--- src/rtl/ad_ip_jesd204_tpl_adc_sof_align_ctrl.sv ---
// ad_ip_jesd204_tpl_adc_sof_align_ctrl
// Frame-alignment controller for the TPL ADC deframer. Hunts for a stable
// start-of-frame pattern on the link beats, qualifies it over LOCK_COUNT
// matching SOF beats, then locks and publishes the octet rotation select.
// While locked, mismatching SOF beats are flagged and counted; UNLOCK_COUNT
// consecutive misses send the controller back to hunting.
//
// Optional feature: define AD_IP_JESD204_TPL_ADC_SOF_TIMEOUT_EN to add a
// watchdog that drops lock after TIMEOUT_BEATS valid beats without any SOF.
//
// Handshake: link_valid qualifies link_sof for the current cycle only; there
// is no back-pressure, every valid beat is consumed on the edge it is seen.

module ad_ip_jesd204_tpl_adc_sof_align_ctrl #(
    parameter int OCTETS_PER_BEAT = 4,
    parameter int SEL_WIDTH       = 2,
    parameter int LOCK_COUNT      = 4,
    parameter int UNLOCK_COUNT    = 2,
    parameter int TIMEOUT_BEATS   = 256
) (
    input  logic                       clk,
    input  logic                       resetn,
    input  logic                       link_valid,
    input  logic [OCTETS_PER_BEAT-1:0] link_sof,
    input  logic                       align_enable,
    input  logic                       err_count_clear,
    output logic [SEL_WIDTH-1:0]       align_sel,
    output logic                       align_locked,
    output logic                       align_err,
    output logic [15:0]                err_count,
    output logic [1:0]                 state
);

    typedef enum logic [1:0] {
        ST_IDLE   = 2'd0,
        ST_HUNT   = 2'd1,
        ST_VERIFY = 2'd2,
        ST_LOCKED = 2'd3
    } state_t;

    localparam logic [3:0] LOCK_LIMIT   = 4'(LOCK_COUNT);
    localparam logic [3:0] UNLOCK_LIMIT = 4'(UNLOCK_COUNT);

    state_t                     state_q, state_d;
    logic [OCTETS_PER_BEAT-1:0] ref_q, ref_d;
    logic [3:0]                 match_cnt_q, match_cnt_d;
    logic [3:0]                 miss_cnt_q, miss_cnt_d;
    logic [SEL_WIDTH-1:0]       align_sel_q, align_sel_d;
    logic                       align_locked_q, align_locked_d;
    logic                       align_err_q, align_err_d;
    logic [15:0]                err_count_q, err_count_d;

    logic sof_beat;
    logic sof_match;

`ifdef AD_IP_JESD204_TPL_ADC_SOF_TIMEOUT_EN
    localparam logic [15:0] TIMEOUT_LIMIT = 16'(TIMEOUT_BEATS);
    logic [15:0] wd_q, wd_d;
`else
    // Without the watchdog a missing SOF never ends lock; the parameter is inert.
    logic unused_timeout_cfg;
    assign unused_timeout_cfg = (TIMEOUT_BEATS != 0);
`endif

    // Rotation select is the position of the earliest SOF octet in the beat.
    function automatic logic [SEL_WIDTH-1:0] lowest_set(input logic [OCTETS_PER_BEAT-1:0] v);
        logic [SEL_WIDTH-1:0] idx;
        idx = '0;
        for (int i = OCTETS_PER_BEAT - 1; i >= 0; i--) begin
            if (v[i]) idx = SEL_WIDTH'(i);
        end
        return idx;
    endfunction

    assign sof_beat  = link_valid && (link_sof != '0);
    assign sof_match = (link_sof == ref_q);

    // Next-state logic: enable override first, then per-state hunt/verify/lock rules.
    always_comb begin
        state_d        = state_q;
        ref_d          = ref_q;
        match_cnt_d    = match_cnt_q;
        miss_cnt_d     = miss_cnt_q;
        align_sel_d    = align_sel_q;
        align_locked_d = align_locked_q;
        align_err_d    = 1'b0;
`ifdef AD_IP_JESD204_TPL_ADC_SOF_TIMEOUT_EN
        wd_d           = '0;
`endif

        if (!align_enable) begin
            state_d        = ST_IDLE;
            align_locked_d = 1'b0;
            ref_d          = '0;
            match_cnt_d    = '0;
            miss_cnt_d     = '0;
        end else begin
            case (state_q)
                ST_IDLE: begin
                    state_d        = ST_HUNT;
                    align_locked_d = 1'b0;
                    ref_d          = '0;
                    match_cnt_d    = '0;
                    miss_cnt_d     = '0;
                end
                ST_HUNT: begin
                    if (sof_beat) begin
                        ref_d       = link_sof;
                        match_cnt_d = 4'd1;
                        state_d     = ST_VERIFY;
                    end
                end
                ST_VERIFY: begin
                    if (sof_beat) begin
                        if (sof_match) begin
                            match_cnt_d = match_cnt_q + 4'd1;
                            if (match_cnt_q + 4'd1 == LOCK_LIMIT) begin
                                state_d        = ST_LOCKED;
                                align_sel_d    = lowest_set(link_sof);
                                align_locked_d = 1'b1;
                                miss_cnt_d     = '0;
                            end
                        end else begin
                            ref_d       = link_sof;
                            match_cnt_d = 4'd1;
                        end
                    end
                end
                ST_LOCKED: begin
                    if (sof_beat) begin
                        if (sof_match) begin
                            miss_cnt_d = '0;
                        end else begin
                            align_err_d = 1'b1;
                            miss_cnt_d  = miss_cnt_q + 4'd1;
                            if (miss_cnt_q + 4'd1 == UNLOCK_LIMIT) begin
                                state_d        = ST_HUNT;
                                align_locked_d = 1'b0;
                                miss_cnt_d     = '0;
                                match_cnt_d    = '0;
                            end
                        end
                    end
`ifdef AD_IP_JESD204_TPL_ADC_SOF_TIMEOUT_EN
                    else if (link_valid) begin
                        // Valid beat with no SOF: advance the watchdog.
                        if (wd_q + 16'd1 == TIMEOUT_LIMIT) begin
                            align_err_d    = 1'b1;
                            state_d        = ST_HUNT;
                            align_locked_d = 1'b0;
                            miss_cnt_d     = '0;
                            match_cnt_d    = '0;
                        end else begin
                            wd_d = wd_q + 16'd1;
                        end
                    end else begin
                        wd_d = wd_q;
                    end
`endif
                end
                default: begin
                    state_d = ST_IDLE;
                end
            endcase
        end

        // Clear wins over a same-cycle increment; the count sticks at all-ones.
        if (err_count_clear) begin
            err_count_d = '0;
        end else if (align_err_d && (err_count_q != 16'hFFFF)) begin
            err_count_d = err_count_q + 16'd1;
        end else begin
            err_count_d = err_count_q;
        end
    end

    // All state and outputs registered; asynchronous reset drops any partial lock.
    always_ff @(posedge clk or negedge resetn) begin
        if (!resetn) begin
            state_q        <= ST_IDLE;
            ref_q          <= '0;
            match_cnt_q    <= '0;
            miss_cnt_q     <= '0;
            align_sel_q    <= '0;
            align_locked_q <= 1'b0;
            align_err_q    <= 1'b0;
            err_count_q    <= '0;
`ifdef AD_IP_JESD204_TPL_ADC_SOF_TIMEOUT_EN
            wd_q           <= '0;
`endif
        end else begin
            state_q        <= state_d;
            ref_q          <= ref_d;
            match_cnt_q    <= match_cnt_d;
            miss_cnt_q     <= miss_cnt_d;
            align_sel_q    <= align_sel_d;
            align_locked_q <= align_locked_d;
            align_err_q    <= align_err_d;
            err_count_q    <= err_count_d;
`ifdef AD_IP_JESD204_TPL_ADC_SOF_TIMEOUT_EN
            wd_q           <= wd_d;
`endif
        end
    end

    assign align_sel    = align_sel_q;
    assign align_locked = align_locked_q;
    assign align_err    = align_err_q;
    assign err_count    = err_count_q;
    assign state        = state_q;

endmodule

--- config.mk ---
export PLATFORM = sky130hd
export DESIGN_NAME = ad_ip_jesd204_tpl_adc_sof_align_ctrl
export DESIGN_NICKNAME = d
export VERILOG_FILES = /design/src/rtl/ad_ip_jesd204_tpl_adc_sof_align_ctrl.sv
export SDC_FILE = /design/constraint.sdc
export NUM_CORES = 1
export LEC_CHECK = 0
export ABC_CLOCK_PERIOD_IN_PS = 2470
export CAP_MARGIN = 0
export CELL_PAD_IN_SITES_DETAIL_PLACEMENT = 1
export CELL_PAD_IN_SITES_GLOBAL_PLACEMENT = 1
export CORE_ASPECT_RATIO = 2
export CORE_MARGIN = 2
export CORE_UTILIZATION = 43
export CTS_BUF_LIST = sky130_fd_sc_hd__clkbuf_4 sky130_fd_sc_hd__clkbuf_8
export CTS_CLUSTER_DIAMETER = 50
export DETAILED_ROUTE_END_ITERATION = 16
export GPL_ROUTABILITY_DRIVEN = 0
export PLACE_DENSITY = 0.8
export SKIP_LAST_GASP = 1
export SYNTH_ARGS = -nofsm -noshare
export SYNTH_HDL_FRONTEND = slang
export SYNTH_SLANG_ARGS = --single-unit
export TNS_END_PERCENT = 5
--- constraint.sdc ---
create_clock -name clk -period 2.47 [get_ports clk]
set_input_delay 0.494 -clock clk [delete_from_list [all_inputs] [get_ports clk]]
set_output_delay 0.494 -clock clk [all_outputs]
set_load 0.02 [all_outputs]
==> results.toml <==
[pwr]
power_density_nw_per_um2 = 620
comb_power_share_pct = 32.7
seq_power_share_pct = 40.1
internal_power_w = 0.00106
power.switching_w = 0.000590
leakage_nw = 1.13
finalPower_w = 0.00165
clockPowerShare_pct = 27.2
swShare_pct = 35.8
peakVddDrop_mv = 0.399

[cts]
holdBufCountCts = 0
clk_latency_ns = 0.29
cts_htree_levels = 2
clockBufferDepth = 2
root_buffer = "clkbuf_8"
cts_sinks = 34
cts_buffers = 5
post-cts-setup-buffer-count = 0
path_clk_slew_ns = 0.08
tritoncts = "yes"

[setup_path]
rr_endpoint = "state[0]$_DFFE_PN0P_"
rr_worst_depth = 6
path_cells = "clkdlybuf4s50_1 > xnor2_1 > a41oi_4 > o211ai_2 > nor4_1 > mux2_1"
cp-start-kind = "primary input"
crit_required_ns = 2.65
path_class = "in2reg"
r2r-start = "miss_cnt_q[0]$_DFFE_PN0P_"
endpoint_kind = "flip-flop"
critPathLaunch = "link_sof[0]"
ff2ff_setup_slack_ns = 0.20
endpoint = "err_count[9]$_DFFE_PN0P_"
critical_path.max_stage_delay_ns = 0.55
worst-path-buf-inv = 1
crit_cells = 6
path_max_fanout = 7
arrival_ns = 2.52
critical_path.slowest_cell = "clkdlybuf4s50_1"
path_delay_family = "compound AO/OA/AOI/OAI gates"

[drt]
wl_met3_um = 138
wl_met1_um = 2030
drtPass1Iterations = 6
drtAntennaViolNets = 0
maxUsedRoutingLayer = "met4"
met2WireLength_um = 3610
vias = 1971
wl_um = 6040
avgViaCountPerCell = 6.03
remaining_drc_errors = 0
wl_per_cell_um = 18.5
first_iter_violations = 41

[floorplanning]
die_area_um2 = 5410
num_rows = 35
core_um2 = 4600
dieWidth_um = 53.0
start_util_pct = 44.9
chipHeight_um = 102
io_pins = 31

[logic_synthesis]
synth_area_um2 = 2070
synth_flop_cell = "dfrtp_1"
synthesis.instances = 221
syn-num-nets = 239
synth_seq_cells = 34
synth_area_leader_cell = "dfrtp_1"
yosysTopAreaCellShare_pct = 41.2
synth_edf_count = 0
synth_cell_types = 45
ys_warn_count = 0
synth_seq_area_share_pct = 41.2
synth_area_leaders = "dfrtp_1 (41%), ha_1 (5.5%), a21oi_1 (4.1%)"
avgSynthCellArea_um2 = 9.35
synthArstFlopShare_pct = 100

[sta]
setup_viol = 0
rsz0062_at_grt = "false"
drv_slew = 0
fin_hold_ws_ns = 0.545
worstMarginPinSlew_ns = 0.455
finClkSkew_ns = 0.00490
finalHoldViolations = 0
post-route-period-util_pct = 94.8
fmax_mhz = 427
fin_crit_ns = 2.34
relSlewSlack_pct = 69.7

[global_route]
grt_usage_pct = 25.4
grt_antenna_before_repair = 0
grt_pass1_vias = 2140
grt_pass1_wl_um = 10000
grt.overflow.total = 0
grt_max_degree = 35

[cells_and_area]
antennaDiodeCount = 0
final_common_cell = "dfrtp_1"
layout-drive-gt1-share_pct = 16.2
num-nets-final = 289
layout_common_cells = "dfrtp_1 (34), clkdlybuf4s50_1 (30), nand2_1 (19), buf_4 (19), a21oi_1 (17)"
syn2layout_area_growth_pct = 28.6

[place]
dp_hpwl_um = 4560
port_buffers = 30

[flow_run]
cap_violations = 0

[worst_hold_path]
worstHoldPathType = "reg2reg"

[status]
status = "finished clean"
-- logic make-up (layout without fill, tap and decap cells) --
logic type | after synthesis | count (layout) | share of synthesized area (%)
mux | 6 | 6 | 3.15
xor+xnor | 7 | 7 | 2.97
flops | 34 | 34 | 41.2
compound gates | 56 | 56 | 19.0
fa+ha+maj | 9 | 9 | 5.45
buf+inv | 14 | 65 | 2.54
simple gates | 95 | 95 | 25.7
-- worst min-delay path by stage --
stage / start / endpoint / slack (ns) / cells past startpoint
floorplan: resetn / align_err$_DFF_PN0_ / 0.20 / 0
global placement: align_locked$_DFFE_PN0P_ / align_locked$_DFFE_PN0P_ / 0.52 / 2
detailed placement: align_locked$_DFFE_PN0P_ / align_locked$_DFFE_PN0P_ / 0.54 / 2
global route: align_locked$_DFFE_PN0P_ / align_locked$_DFFE_PN0P_ / 0.55 / 2
finish: align_locked$_DFFE_PN0P_ / align_locked$_DFFE_PN0P_ / 0.54 / 2
CTS: align_locked$_DFFE_PN0P_ / align_locked$_DFFE_PN0P_ / 0.55 / 2
-- routing by layer --
layer / vias to the layer above / track usage [%]
met2: 34 / 48.8
met4: 0 / 14.0
met5: - / 0
met1: 999 / 23.9
met3: 17 / 4.09
li1: 921 / -
-- sequential cells by signal, indices dropped and copies added, names as in the netlist --
signal / cells
align_err: 1
align_locked: 1
align_sel: 2
err_count: 16
match_cnt_q: 4
miss_cnt_q: 4
ref_q: 4
state: 2
-- synthesized netlist by cell type, drive strengths merged (2+ instances only) --
library cell / number
a41o: 4
nor4: 3
ha: 9
and3b: 2
nand2: 19
xor2: 3
mux2i: 2
o211ai: 4
a21boi: 2
dfrtp: 34
or4b: 2
a31o: 3
nand4: 7
a21oi: 17
o31ai: 3
or2: 3
nor3: 2
nand3: 14
nand3b: 3
o21ai: 14
nor2b: 2
xnor2: 4
mux2: 4
nand2b: 2
and2: 3
inv: 8
or3: 9
o22ai: 2
nor2: 13
and3: 5
clkbuf: 5
and4: 4
-- final cells by class --
class / instances / area [µm²]
repair buffers: 49 / 443
well taps: 55 / 68.8
multi-input cells: 173 / 1170
inverters: 8 / 30.0
clock buffers: 6 / 82.6
flip-flops and latches: 34 / 851
clock inverters: 2 / 12.5
fillers: 567 / 1940
-- power groups by stage --
stage / logic (W) / registers [W] / clock network (W)
after floorplan: 0.000309 / 0.000671 / 0
final: 0.000539 / 0.000660 / 0.000448
after detailed placement: 0.000531 / 0.000671 / 0
after global routing: 0.000593 / 0.000668 / 0.000481
after CTS: 0.000541 / 0.000660 / 0.000454
after global placement: 0.000519 / 0.000668 / 0
-- timing repair --
item | 4_1_cts | 5_1_grt
resized for setup | 0 | 1
endpoints found under the hold margin | 0 | 0
endpoints found under the setup margin | 0 | 3
-- tightest hold or removal path, cell delays in order (launching register included) --
cell,delay (ns)
dfrtp_1,0.39
inv_1,0.06
o22ai_1,0.06
-- through the flow --
step / instances / util (%) / setup slack [ns] / setup TNS [ns] / cell area [µm²]
finish: 327 / 57.8 / 0.130 / 0 / 2660
global route: 327 / 57.8 / 0.0372 / 0 / 2660
CTS: 327 / 57.6 / 0.119 / 0 / 2650
detailed placement: 319 / 55.6 / -0.126 / -1.43 / 2550
global placement: 319 / 55.6 / -0.0259 / -0.0703 / 2550
floorplan: 221 / - / 0.455 / 0 / 2070
No activity file was read; power rests on OpenSTA's default activity.
